===== src/rtl/rv32i_pkg.sv =====
// Shared rv32i definitions: sequencer state encoding, next-PC selects, opcodes.
package rv32i_pkg;

    typedef enum logic [2:0] {
        ST_FETCH  = 3'd0,
        ST_IWAIT  = 3'd1,
        ST_DECODE = 3'd2,
        ST_EXEC   = 3'd3,
        ST_MREQ   = 3'd4,
        ST_MWAIT  = 3'd5,
        ST_WB     = 3'd6,
        ST_HALT   = 3'd7
    } seq_state_t;

    localparam logic [1:0] PC_PLUS4  = 2'd0;
    localparam logic [1:0] PC_BRANCH = 2'd1;
    localparam logic [1:0] PC_JAL    = 2'd2;
    localparam logic [1:0] PC_JALR   = 2'd3;

    localparam logic [6:0] OPC_LUI      = 7'b0110111;
    localparam logic [6:0] OPC_AUIPC    = 7'b0010111;
    localparam logic [6:0] OPC_JAL      = 7'b1101111;
    localparam logic [6:0] OPC_JALR     = 7'b1100111;
    localparam logic [6:0] OPC_BRANCH   = 7'b1100011;
    localparam logic [6:0] OPC_LOAD     = 7'b0000011;
    localparam logic [6:0] OPC_STORE    = 7'b0100011;
    localparam logic [6:0] OPC_OP_IMM   = 7'b0010011;
    localparam logic [6:0] OPC_OP       = 7'b0110011;
    localparam logic [6:0] OPC_MISC_MEM = 7'b0001111;

    // A decode is legal only when exactly one class enable is set.
    function automatic logic is_one_hot(input logic [9:0] v);
        return (v != 10'd0) && ((v & (v - 10'd1)) == 10'd0);
    endfunction

endpackage


===== src/rtl/core_sequencer_if.sv =====
// Instruction and data memory handshakes between the sequencer and the memory side.
interface core_sequencer_if;
    logic imem_req;
    logic imem_ready;
    logic imem_rvalid;
    logic dmem_req;
    logic dmem_we;
    logic dmem_ready;
    logic dmem_rvalid;

    modport master (
        output imem_req, dmem_req, dmem_we,
        input  imem_ready, imem_rvalid, dmem_ready, dmem_rvalid
    );

    modport slave (
        input  imem_req, dmem_req, dmem_we,
        output imem_ready, imem_rvalid, dmem_ready, dmem_rvalid
    );
endinterface


===== src/rtl/core_sequencer_timeout.sv =====
// Loadable, clearable wait counter; terminal is high on the last permitted wait cycle.
module seq_timeout_counter #(
    parameter int MEM_TIMEOUT = 16,
    localparam int CW = $clog2(MEM_TIMEOUT + 1)
) (
    input  logic          clock,
    input  logic          reset_n,
    input  logic          clear,
    input  logic          load,
    input  logic [CW-1:0] load_value,
    input  logic          enable,
    output logic          terminal
);

    logic [CW-1:0] count_reg;

    always_ff @(posedge clock or negedge reset_n) begin
        if (!reset_n) begin
            count_reg <= '0;
        end else if (clear) begin
            count_reg <= '0;
        end else if (load) begin
            count_reg <= load_value;
        end else if (enable) begin
            count_reg <= count_reg + CW'(1);
        end
    end

    // This cycle would make the count reach MEM_TIMEOUT.
    assign terminal = (count_reg == CW'(MEM_TIMEOUT - 1));

endmodule


===== src/rtl/core_sequencer.sv =====
// Multi-cycle rv32i control FSM: fetch, decode bubble, execute, memory access, writeback.
module core_sequencer
    import rv32i_pkg::*;
#(
    parameter int MEM_TIMEOUT = 16,
    parameter int CNT_WIDTH   = 32
) (
    input  logic                 clock,
    input  logic                 reset_n,
    input  logic                 hold,
    core_sequencer_if.master     mem,
    output logic                 ir_load,
    input  logic                 dec_branch,
    input  logic                 dec_jalr,
    input  logic                 dec_jal,
    input  logic                 dec_lui,
    input  logic                 dec_auipc,
    input  logic                 dec_reg_imm,
    input  logic                 dec_reg_reg,
    input  logic                 dec_load,
    input  logic                 dec_store,
    input  logic                 dec_fence,
    input  logic                 branch_taken,
    output logic                 regfile_we,
    output logic                 pc_write,
    output logic [1:0]           pc_sel,
    output logic                 illegal,
    output logic                 timeout_err,
    output logic [CNT_WIDTH-1:0] retired,
    output logic [2:0]           state
);

    seq_state_t           state_reg, state_next;
    logic                 illegal_reg, timeout_reg, store_reg;
    logic [CNT_WIDTH-1:0] retired_reg;
    logic                 set_illegal, set_timeout, retire, wait_active, wait_tc;
    logic                 imem_req, dmem_req, dmem_we;
    logic [9:0]           dec_vec;

    assign dec_vec = {dec_fence, dec_store, dec_load, dec_reg_reg, dec_reg_imm,
                      dec_auipc, dec_lui, dec_jal, dec_jalr, dec_branch};

    seq_timeout_counter #(.MEM_TIMEOUT(MEM_TIMEOUT)) u_timeout (
        .clock      (clock),
        .reset_n    (reset_n),
        .clear      (state_next != state_reg),
        .load       (1'b0),
        .load_value ('0),
        .enable     (wait_active),
        .terminal   (wait_tc)
    );

    always_ff @(posedge clock or negedge reset_n) begin
        if (!reset_n) begin
            state_reg   <= ST_FETCH;
            illegal_reg <= 1'b0;
            timeout_reg <= 1'b0;
            store_reg   <= 1'b0;
            retired_reg <= '0;
        end else begin
            state_reg <= state_next;
            if (set_illegal) illegal_reg <= 1'b1;
            if (set_timeout) timeout_reg <= 1'b1;
            if (retire)      retired_reg <= retired_reg + CNT_WIDTH'(1);
            if (state_reg == ST_EXEC) store_reg <= dec_store;
        end
    end

    always_comb begin
        state_next  = state_reg;
        imem_req    = 1'b0;
        dmem_req    = 1'b0;
        dmem_we     = 1'b0;
        ir_load     = 1'b0;
        regfile_we  = 1'b0;
        pc_write    = 1'b0;
        pc_sel      = PC_PLUS4;
        set_illegal = 1'b0;
        set_timeout = 1'b0;
        retire      = 1'b0;
        wait_active = 1'b0;
        case (state_reg)
            ST_FETCH: begin
                // No fetch request while reset is held; hold freezes the FSM here.
                if (!hold && reset_n) begin
                    imem_req    = 1'b1;
                    wait_active = 1'b1;
                    if (mem.imem_ready) begin
                        state_next = ST_IWAIT;
                    end else if (wait_tc) begin
                        set_timeout = 1'b1;
                        state_next  = ST_HALT;
                    end
                end
            end
            ST_IWAIT: begin
                wait_active = 1'b1;
                if (mem.imem_rvalid) begin
                    ir_load    = 1'b1;
                    state_next = ST_DECODE;
                end else if (wait_tc) begin
                    set_timeout = 1'b1;
                    state_next  = ST_HALT;
                end
            end
            ST_DECODE: state_next = ST_EXEC;
            ST_EXEC: begin
                if (!is_one_hot(dec_vec)) begin
                    set_illegal = 1'b1;
                    state_next  = ST_HALT;
                end else if (dec_load || dec_store) begin
                    state_next = ST_MREQ;
                end else begin
                    pc_write = 1'b1;
                    if (dec_branch && branch_taken) pc_sel = PC_BRANCH;
                    else if (dec_jal)               pc_sel = PC_JAL;
                    else if (dec_jalr)              pc_sel = PC_JALR;
                    regfile_we = dec_lui | dec_auipc | dec_reg_imm | dec_reg_reg | dec_jal | dec_jalr;
                    retire     = 1'b1;
                    state_next = ST_FETCH;
                end
            end
            ST_MREQ: begin
                dmem_req    = 1'b1;
                dmem_we     = store_reg;
                wait_active = 1'b1;
                if (mem.dmem_ready) begin
                    state_next = ST_MWAIT;
                end else if (wait_tc) begin
                    set_timeout = 1'b1;
                    state_next  = ST_HALT;
                end
            end
            ST_MWAIT: begin
                wait_active = 1'b1;
                if (mem.dmem_rvalid) begin
                    state_next = ST_WB;
                end else if (wait_tc) begin
                    set_timeout = 1'b1;
                    state_next  = ST_HALT;
                end
            end
            ST_WB: begin
                regfile_we = !store_reg;
                pc_write   = 1'b1;
                retire     = 1'b1;
                state_next = ST_FETCH;
            end
            default: state_next = ST_HALT;
        endcase
    end

    assign mem.imem_req = imem_req;
    assign mem.dmem_req = dmem_req;
    assign mem.dmem_we  = dmem_we;
    assign illegal      = illegal_reg;
    assign timeout_err  = timeout_reg;
    assign retired      = retired_reg;
    assign state        = state_reg;

endmodule


===== src/flat_wrapper.sv =====
// flat-port wrapper written by rule: the top's interface ports become plain ports
module core_sequencer_flat import rv32i_pkg::*;
#(
    parameter int MEM_TIMEOUT = 16,
    parameter int CNT_WIDTH   = 32
)
  (clock, reset_n, hold, ir_load, dec_branch, dec_jalr, dec_jal, dec_lui, dec_auipc, dec_reg_imm, dec_reg_reg, dec_load, dec_store, dec_fence, branch_taken, regfile_we, pc_write, pc_sel, illegal, timeout_err, retired, state, mem_imem_req, mem_dmem_req, mem_dmem_we, mem_imem_ready, mem_imem_rvalid, mem_dmem_ready, mem_dmem_rvalid);
  core_sequencer_if mem_i ();
  input  logic clock;
  input  logic reset_n;
  input  logic hold;
  output logic ir_load;
  input  logic dec_branch;
  input  logic dec_jalr;
  input  logic dec_jal;
  input  logic dec_lui;
  input  logic dec_auipc;
  input  logic dec_reg_imm;
  input  logic dec_reg_reg;
  input  logic dec_load;
  input  logic dec_store;
  input  logic dec_fence;
  input  logic branch_taken;
  output logic regfile_we;
  output logic pc_write;
  output logic [1:0] pc_sel;
  output logic illegal;
  output logic timeout_err;
  output logic [CNT_WIDTH-1:0] retired;
  output logic [2:0] state;
  output wire logic [$bits(mem_i.imem_req)-1:0] mem_imem_req;
  output wire logic [$bits(mem_i.dmem_req)-1:0] mem_dmem_req;
  output wire logic [$bits(mem_i.dmem_we)-1:0] mem_dmem_we;
  input wire logic [$bits(mem_i.imem_ready)-1:0] mem_imem_ready;
  input wire logic [$bits(mem_i.imem_rvalid)-1:0] mem_imem_rvalid;
  input wire logic [$bits(mem_i.dmem_ready)-1:0] mem_dmem_ready;
  input wire logic [$bits(mem_i.dmem_rvalid)-1:0] mem_dmem_rvalid;
  assign mem_imem_req = mem_i.imem_req;
  assign mem_dmem_req = mem_i.dmem_req;
  assign mem_dmem_we = mem_i.dmem_we;
  assign mem_i.imem_ready = mem_imem_ready;
  assign mem_i.imem_rvalid = mem_imem_rvalid;
  assign mem_i.dmem_ready = mem_dmem_ready;
  assign mem_i.dmem_rvalid = mem_dmem_rvalid;
  core_sequencer #(.MEM_TIMEOUT(MEM_TIMEOUT), .CNT_WIDTH(CNT_WIDTH)) u_core (.clock(clock), .reset_n(reset_n), .hold(hold), .mem(mem_i), .ir_load(ir_load), .dec_branch(dec_branch), .dec_jalr(dec_jalr), .dec_jal(dec_jal), .dec_lui(dec_lui), .dec_auipc(dec_auipc), .dec_reg_imm(dec_reg_imm), .dec_reg_reg(dec_reg_reg), .dec_load(dec_load), .dec_store(dec_store), .dec_fence(dec_fence), .branch_taken(branch_taken), .regfile_we(regfile_we), .pc_write(pc_write), .pc_sel(pc_sel), .illegal(illegal), .timeout_err(timeout_err), .retired(retired), .state(state));
endmodule

===== config.mk =====
export PLATFORM = sky130hd
export DESIGN_NAME = core_sequencer_flat
export DESIGN_NICKNAME = d
export VERILOG_FILES = /design/src/rtl/rv32i_pkg.sv /design/src/rtl/core_sequencer_if.sv /design/src/rtl/core_sequencer_timeout.sv /design/src/rtl/core_sequencer.sv /design/src/flat_wrapper.sv
export SDC_FILE = /design/constraint.sdc
export NUM_CORES = 1
export LEC_CHECK = 0
export BUFFER_PORTS_ARGS = -buffer_cell sky130_fd_sc_hd__buf_2
export CAP_MARGIN = 20
export CORE_UTILIZATION = 53
export CTS_BUF_LIST = sky130_fd_sc_hd__clkbuf_16
export DETAILED_ROUTE_END_ITERATION = 10
export GPL_TIMING_DRIVEN = 0
export PLACE_DENSITY = 0.82
export SYNTH_ARGS = -nofsm -noshare
export SYNTH_HDL_FRONTEND = slang
export SYNTH_SLANG_ARGS = --single-unit

===== constraint.sdc =====
create_clock -name clock -period 2.8 [get_ports clock]
set_input_delay 0.28 -clock clock [delete_from_list [all_inputs] [get_ports clock]]
set_output_delay 0.28 -clock clock [all_outputs]
set_load 0.02 [all_outputs]

==> results by group, run 1 <==
Outcome
  • Status: finished clean

STA
  • Slew headroom: 38.05%
  • F_max: 378.7 MHz
  • Hold_ws: 0.1370 ns
  • Clock skew: 0.003625 ns
  • Setup violators final: 0
  • Fin Setup TNS: 0 ns
  • Setup ws final: 0.1595 ns
  • Tmin final: 2.640 ns
  • Fin crit share: 94.30%
  • Max Slew Vio Count: 0
  • Fin. Hold Viols: 0
  • RSZ-0062 raised after global routing: no
  • Slew @ Worst Pin: 0.9292 ns

Clock tree
  • Clock-pin slew on the worst setup and hold paths: 0.06 ns
  • H-tree depth: 2
  • # resized after CTS: 0
  • CTS Buffer Depth: 2
  • Num CTS Buffers: 5
  • Clock Latency Late Sink: 0.28 ns
  • Post-CTS Setup Repair Bufs: 0
  • Root buffer cell: clkbuf_16
  • CTS tree: yes
  • # hold bufs at CTS: 0
  • Clk sinks: 43

Cells and area
  • Syn-to-layout area delta: 23.16%
  • Max reg flops: 32
  • Nets: 347
  • Final core occ: 68.42%
  • Antenna diodes: 0
  • Layout cells sized above 1: 24.46%
  • Post-Layout Cell Count: 379
  • Fillers: 350

Synth
  • Netlist cell types: 49
  • Syn avg cell area: 9.505 µm²
  • Number of enable flip-flop cells after synthesis: 0
  • Yosys warnings: 0
  • Most frequent cell after synthesis: dfrtp_1
  • Top post-synthesis cells by area: dfrtp_1, xnor2_1, nand4_1, xor2_1, nor3_1
  • Synth top cells by count: dfrtp_1, xnor2_1, nand2_1, nor3_1, nand4_1
  • Seq/Total Area, Yosys: 43.88%
  • Share of the synthesized area in the top cell type: 43.88%
  • Synthesized flop and latch total: 43
  • Top FF cell, synth: dfrtp_1
  • Mapped Area: 2452 µm²
  • Post-synthesis async set-or-reset flop share: 100.0%
  • Synth area leader: dfrtp_1
  • Syn_nets: 279
  • Post-synthesis cell count: 258

Critical path
  • R2R cell count: 8
  • Worst EP arrival: 2.36 ns
  • Reg2reg start: u_core.u_timeout.count_reg[0]$_DFFE_PN0P_
  • CP max-delay cell: a2111oi_4
  • Worst Path Required: 2.52 ns
  • Crit Path Class: input pin to output pin
  • CP Launch Type: input pin
  • Crit path largest cell delay: 0.46 ns
  • Crit end category: output pin
  • Instance count on the critical path: 8
  • Crit. Startpoint: dec_branch
  • Peak fanout along the critical path: 10
  • Worst path buffer plus inverter count: 4
  • CP top delay family: simple AND/OR/NAND/NOR gates
  • Cells along the critical path: buf_2 -> or3_4 -> or3_4 -> a2111oi_4 -> a21oi_2 -> inv_1 -> buf_4 -> buf_2

Die
  • Starting density of the core: 55.56%
  • Die ar.: 4903 µm²
  • Ports: 63
  • Die Y: 70.02 µm
  • Core area: 4414 µm²
  • Die Span X: 70.02 µm
  • Standard-cell row count: 24

GRT
  • Vias in the first global route: 2,004
  • Grt ovf: 0
  • Pin count of the biggest net entering global routing: 45
  • Initial antenna violation count: 0
  • First-pass GRT wire length: 8970 µm
  • Total GRT Usage: 23.19%

Pwr
  • Leakage: 1.513 nW
  • Clock power frac: 51.9%
  • Sw Ratio: 18.67%
  • Net load switching power: 263.6 µW
  • PwrDens: 467.5 nW/µm²
  • Maximum vdd drop: 0.4265 mV
  • Cell Int Power: 1.149 mW
  • Flop pwr share: 44.0%
  • Comb pwr share: 4.1%

Placement
  • Gpl congestion: 0.8909
  • Cells after DPL: 371
  • Placement Setup Slack: 0.1901 ns
  • Final HPWL DP: 4038 µm
  • PortBufs: 61

Drt
  • DR iter-0 viols: 102
  • Final WL: 5502 µm
  • Detailed-route via count: 2,217
  • Pre-Repair DR Iteration Count: 6
  • Post-route ant nets: 0
  • Number of vias per cell: 5.850
  • Post-DR wirelength/cell: 14.52 µm
  • Post-route DRC: 0

Flow run
  • Max_cap viols: 0

Min path
  • Hold WC Path Type: input pin to asynchronous set/reset pin
## per-stage QoR
stage | instance area [µm²] | power (mW)
CTS | 3012 | 1.428
global placement | 2823 | 0.6900
finish | 3020 | 1.412
floorplan | 2452 | 0.6543
global route | 3020 | 1.454
detailed placement | 2823 | 0.6906
## power groups by stage
stage / registers [mW] / clock network (mW) / logic [mW]
2_1_floorplan: 0.633 / 0 / 0.0211
3_3_place_gp: 0.633 / 0 / 0.0570
3_5_place_dp: 0.633 / 0 / 0.0577
4_1_cts: 0.622 / 0.748 / 0.0580
5_1_grt: 0.621 / 0.767 / 0.0658
6_report: 0.622 / 0.732 / 0.0582
## area by class of cell
cell class	instances	area, µm²	share of cell area (%)
clock buffer	5	125.1	4.142
clock inverter	3	63.81	2.113
buffer	10	67.56	2.237
inverter	9	33.78	1.118
sequential	43	1076	35.63
tap	52	65.06	2.154
timing repair buffer	61	305.3	10.11
multi-input combinational	196	1284	42.50
## cell usage in the layout, fill, tap and decap left out, types with 3 or more instances in the layout
master	synthesis	routed
dfrtp_1	43	43
buf_2	0	61
nand4_1	16	16
inv_1	9	10
clkbuf_16	0	5
nor4_1	5	5
o21ai_0	13	13
nand2_1	22	22
and3_1	11	11
xnor2_1	24	24
nand3_1	15	15
nor2_1	13	13
a21oi_1	5	5
nor3_1	18	18
clkbuf_1	5	4
nand2b_1	3	3
xor2_1	11	11
ha_1	3	3
a22oi_1	3	3
## cells by family after synthesis
family          count (synthesis)  share of synthesized area [%]
flops                          43                          43.88
mux                             1                         0.4082
buf+inv                        19                          4.081
compound gates                 39                          11.58
simple gates                  117                          25.61
fa+ha+maj                       4                          1.939
xor+xnor                       35                          12.50
## layer usage
layer / part of all wire (%) / global-route usage [%]
met1: 44 / 29.50
met2: 49 / 39.00
met3: 5.1 / 6.061
met4: 1.2 / 6.667
met5: 0 / 0
## final timing paths
check	to	slack (ns)
min reg2reg	u_core.timeout_err$_DFFE_PN0P_	0.45
min in group clock	u_core.store_reg$_DFFE_PN0P_	0.30
max reg2reg	u_core.u_timeout.count_reg[2]$_DFFE_PN0P_	0.49
max	pc_write	0.16
max in group asynchronous	u_core.retired[21]$_DFFE_PN0P_	2.08
min	u_core.retired[5]$_DFFE_PN0P_	0.14
## worst reg2reg max path, cell delays in order (launching register included)
cell	delay, ns
dfrtp_1	0.40
ha_1	0.21
and3_1	0.18
ha_1	0.25
o21ai_0	0.28
a21oi_1	0.11
a211oi_1	0.24
nand4_1	0.27
nor3_1	0.27
Power figures use the tool's default switching activity.
==> run 2, diff against run 1 <==
CORE_UTILIZATION = 57   (was 53)
PLACE_DENSITY = 0.87   (was 0.82)
clock period = 3.4 ns   (was 2.8 ns; I/O delays follow)
==> results by group, run 2 (synthesis results as in run 1) <==
Outcome
  • Status: finished clean

STA
  • F_max: 351.9 MHz
  • Max Slew Vio Count: 0
  • Slew @ Worst Pin: 0.9473 ns
  • Fin Setup TNS: 0 ns
  • Setup violators final: 0
  • Tmin final: 2.842 ns
  • Fin. Hold Viols: 0
  • RSZ-0062 raised after global routing: no
  • Slew headroom: 36.85%
  • Clock skew: 0.006551 ns
  • Fin crit share: 83.59%

Clock tree
  • # hold bufs at CTS: 0
  • Post-CTS Setup Repair Bufs: 0
  • Clk sinks: 43
  • H-tree depth: 2
  • # resized after CTS: 0
  • Clock Latency Late Sink: 0.28 ns
  • Root buffer cell: clkbuf_16
  • Clock-pin slew on the worst setup and hold paths: 0.06 ns
  • CTS Buffer Depth: 2
  • CTS tree: yes
  • Num CTS Buffers: 5

Critical path
  • Worst EP arrival: 2.50 ns
  • CP Launch Type: flip-flop
  • Peak fanout along the critical path: 10
  • Crit Path Class: flip-flop to output pin
  • Crit end category: output pin
  • Worst Path Required: 3.06 ns

Drt
  • Pre-Repair DR Iteration Count: 4
  • Post-route ant nets: 0
  • Final WL: 5501 µm
  • Post-DR wirelength/cell: 14.59 µm
  • Number of vias per cell: 5.857
  • Post-route DRC: 0
  • DR iter-0 viols: 153
  • Detailed-route via count: 2,208

Die
  • Core area: 4058 µm²
  • Starting density of the core: 60.44%
  • Ports: 63
  • Die Span X: 67.59 µm
  • Die ar.: 4568 µm²
  • Standard-cell row count: 23
  • Die Y: 67.59 µm

Pwr
  • Leakage: 1.486 nW
  • Flop pwr share: 51.2%
  • Comb pwr share: 4.8%
  • Clock power frac: 44.0%
  • Maximum vdd drop: 0.2846 mV
  • Net load switching power: 208.0 µW
  • PwrDens: 338.5 nW/µm²
  • Sw Ratio: 20.78%
  • Cell Int Power: 793.1 µW

GRT
  • Grt ovf: 0
  • First-pass GRT wire length: 8556 µm
  • Total GRT Usage: 25.33%
  • Pin count of the biggest net entering global routing: 45
  • Initial antenna violation count: 0
  • Vias in the first global route: 1,957

Cells and area
  • Most frequent cells in the layout: buf_2, dfrtp_1, xnor2_1
  • Final core occ: 72.90%
  • Layout cells sized above 1: 23.55%
  • Max reg flops: 32
  • Syn-to-layout area delta: 20.61%
  • Nets: 347
  • Antenna diodes: 0
  • Most common cell after layout, fill and taps aside: buf_2

Placement
  • Gpl congestion: 0.8603
  • PortBufs: 61
  • Final HPWL DP: 3997 µm

Min path
  • Hold WC Path Type: input pin to asynchronous set/reset pin

Flow run
  • Max_cap viols: 0
run 2: area by class of cell:
cell class                      instances  area (µm²)
Multi-Input combinational cell        196        1276
Timing Repair Buffer                   61       305.3
Sequential cell                        43        1076
Buffer                                 10       66.31
Tap cell                               50       62.56
Inverter                                9       33.78
Fill cell                             304        1100
Clock inverter                          3       12.51
Clock buffer                            5       125.1
run 2: worst paths after layout:
kind,start,end,slack (ns),cells past startpoint
max,u_core.state[1]$_DFF_PN0_,pc_write,0.56,7
min,reset_n,u_core.timeout_err$_DFFE_PN0P_,0.21,1
max reg2reg,u_core.state[1]$_DFF_PN0_,u_core.retired[29]$_DFFE_PN0P_,0.99,8
min reg2reg,u_core.timeout_err$_DFFE_PN0P_,u_core.timeout_err$_DFFE_PN0P_,0.45,1
max in group asynchronous,reset_n,u_core.retired[25]$_DFFE_PN0P_,2.60,1
min in group clock,dec_store,u_core.store_reg$_DFFE_PN0P_,0.37,3
run 2: routing by layer:
layer,part of all wire (%),GRT usage [%]
met5,0,0
met4,0.89,7.181
met3,5.8,5.405
met2,49,45.17
met1,44,30.36
run 2: critical path: stages, from the launching register on:
cell and delay, ns:
dfrtp_1 0.39, clkbuf_1 0.37, nand2_1 0.23, o41ai_1 0.52, a21oi_2 0.18, inv_1 0.16
buf_4 0.20, buf_2 0.18
run 2: power by group through the flow:
stage / clock network [mW] / logic [mW] / registers (mW)
after floorplan: 0 / 0.0173 / 0.521
after detailed placement: 0 / 0.0479 / 0.521
final: 0.441 / 0.0480 / 0.512
after global placement: 0 / 0.0469 / 0.521
after global routing: 0.466 / 0.0535 / 0.512
after CTS: 0.447 / 0.0481 / 0.512
run 2: per-stage QoR:
stage                     cells  hold slack, ns  setup WS, ns  cell area, µm²  total power, mW
after floorplan             258         0.04441         1.073            2452           0.5388
after CTS                   377          0.2355        0.5873            2958            1.008
after detailed placement    369          0.4475        0.6546            2820           0.5691
final                       377          0.2084        0.5581            2958            1.001
after global placement      369          0.4429        0.6782            2820           0.5682
after global routing        377          0.2854        0.4282            2958            1.032
==> run 3, diff against run 2 <==
CORE_UTILIZATION = 48   (was 57)
PLACE_DENSITY = 0.78   (was 0.87)
clock period = 2.4 ns   (was 3.4 ns; I/O delays follow)
==> results by group, run 3 (synthesis results as in run 1) <==
Pwr
  • Cell Int Power: 1.230 mW
  • Flop pwr share: 47.6%
  • Sw Ratio: 19.30%
  • Leakage: 1.551 nW
  • Net load switching power: 294.3 µW
  • Maximum vdd drop: 0.4116 mV
  • Clock power frac: 47.7%
  • PwrDens: 492.5 nW/µm²
  • Pwr Total: 1.525 mW
  • Comb pwr share: 4.7%

Critical path
  • Worst path buffer plus inverter count: 4
  • Cells along the critical path: clkbuf_2 -> and3b_1 -> o2111ai_1 -> o41ai_4 -> a21oi_2 -> inv_2 -> buf_6 -> buf_4
  • Reg2reg start: u_core.u_timeout.count_reg[0]$_DFFE_PN0P_
  • Peak fanout along the critical path: 10
  • CP Launch Type: flip-flop
  • R2R cell count: 10
  • Crit Path Class: flip-flop to output pin
  • Internal reg-to-reg setup slack: 0.19 ns
  • CP top delay family: buffers and inverters
  • Worst EP arrival: 2.11 ns
  • Crit path largest cell delay: 0.37 ns
  • Worst R2R End: u_core.u_timeout.count_reg[0]$_DFFE_PN0P_
  • Crit end category: output pin
  • CP max-delay cell: dfrtp_1
  • Worst Path Required: 2.16 ns

STA
  • F_max: 425.6 MHz
  • Max Slew Vio Count: 0
  • Fin Setup TNS: 0 ns
  • Slew @ Worst Pin: 0.9628 ns
  • Clock skew: 0.004979 ns
  • Fin crit share: 97.89%
  • Hold_ws: 0.1139 ns
  • RSZ-0062 raised after global routing: yes
  • Fin. Hold Viols: 0
  • Tmin final: 2.349 ns
  • Setup violators final: 0
  • Setup ws final: 0.05061 ns
  • Slew headroom: 35.82%

Die
  • Standard-cell row count: 25
  • Ports: 63
  • Starting density of the core: 50.91%
  • Core area: 4817 µm²
  • Die ar.: 5399 µm²
  • Die Span X: 73.48 µm
  • Die Y: 73.48 µm

Drt
  • DR iter-0 viols: 109
  • Pre-Repair DR Iteration Count: 4
  • Final WL: 5784 µm
  • Post-route DRC: 0
  • Number of vias per cell: 5.653
  • M1 wire length: 2514 µm
  • Met3 wire length: 483 µm
  • Highest Signal Layer: met4
  • Detailed-route via count: 2,250
  • Post-DR wirelength/cell: 14.53 µm
  • Post-route ant nets: 0
  • WL met2: 2698 µm

Clock tree
  • Num CTS Buffers: 5
  • H-tree depth: 2
  • Clock-pin slew on the worst setup and hold paths: 0.06 ns
  • CTS Buffer Depth: 2
  • Clock Latency Late Sink: 0.28 ns
  • Clk sinks: 43
  • # hold bufs at CTS: 0
  • CTS tree: yes
  • Root buffer cell: clkbuf_16

Flow run
  • Max_cap viols: 0

Placement
  • PortBufs: 61
  • Cells after DPL: 386
  • Placement Setup Slack: -0.1502 ns
  • Gpl congestion: 0.9064
  • Final HPWL DP: 4057 µm
  • DP Area: 2841 µm²

Cells and area
  • Post-Layout Cell Count: 398
  • Final core occ: 64.26%
  • Antenna diodes: 0
  • Layout cells sized above 1: 28.10%
  • Most common cell after layout, fill and taps aside: buf_2
  • Final Instance Area: 3095 µm²
  • Syn-to-layout area delta: 26.22%
  • Max reg flops: 32
  • Fillers: 420
  • Nets: 352
  • Most frequent cells in the layout: buf_2, dfrtp_1, xnor2_1

GRT
  • Pin count of the biggest net entering global routing: 45
  • Vias in the first global route: 2,026
  • First-pass GRT wire length: 9287 µm
  • Initial antenna violation count: 0
  • Grt ovf: 0
  • Total GRT Usage: 22.67%

Min path
  • Hold WC Path Type: input pin to asynchronous set/reset pin

Outcome
  • Status: finished clean
==> run 3: repair_timing <==
item,in CTS,in global routing
endpoints found under the setup margin,23,8
pin swaps,2,5
gates cloned,0,0
setup buffers,2,3
resized for setup,4,14
==> run 3: power groups by stage <==
stage                     Clock, mW  Combinational [mW]  Sequential [mW]
after floorplan                   0              0.0246            0.739
after global placement            0              0.0667            0.738
after detailed placement          0              0.0679            0.738
after CTS                     0.747              0.0698            0.725
after global routing          0.772              0.0820            0.725
final                         0.727              0.0724            0.726
==> run 3: how the worst max path moves through the flow <==
stage / cells past startpoint / end / slack, ns / from
2_1_floorplan: 8 / u_core.retired[27]$_DFFE_PN0P_ / 0.21 / dec_branch
3_3_place_gp: 8 / pc_write / -0.15 / dec_branch
3_5_place_dp: 8 / pc_write / -0.15 / dec_branch
4_1_cts: 8 / pc_write / 0.006 / u_core.state[0]$_DFF_PN0_
5_1_grt: 7 / pc_write / -0.02 / u_core.state[2]$_DFF_PN0_
6_report: 8 / pc_write / 0.05 / u_core.state[2]$_DFF_PN0_
==> run 3: cell type report <==
class                      instances  area, µm²  area share (%)
buffer                            10      73.82           2.385
inverter                           9      33.78           1.091
clock inverter                     2      33.78           1.091
timing repair buffer              66      350.3           11.32
multi-input combinational        196       1319           42.60
tap                               67      83.83           2.708
clock buffer                       5      125.1           4.042
sequential                        43       1076           34.76
==> run 3: layer usage <==
layer / vias to the layer above / GRT usage (%)
met1: 1055 / 29.63
met5: - / 0
met4: 0 / 8.120
met2: 95 / 36.29
met3: 8 / 6.036
li1: 1092 / -
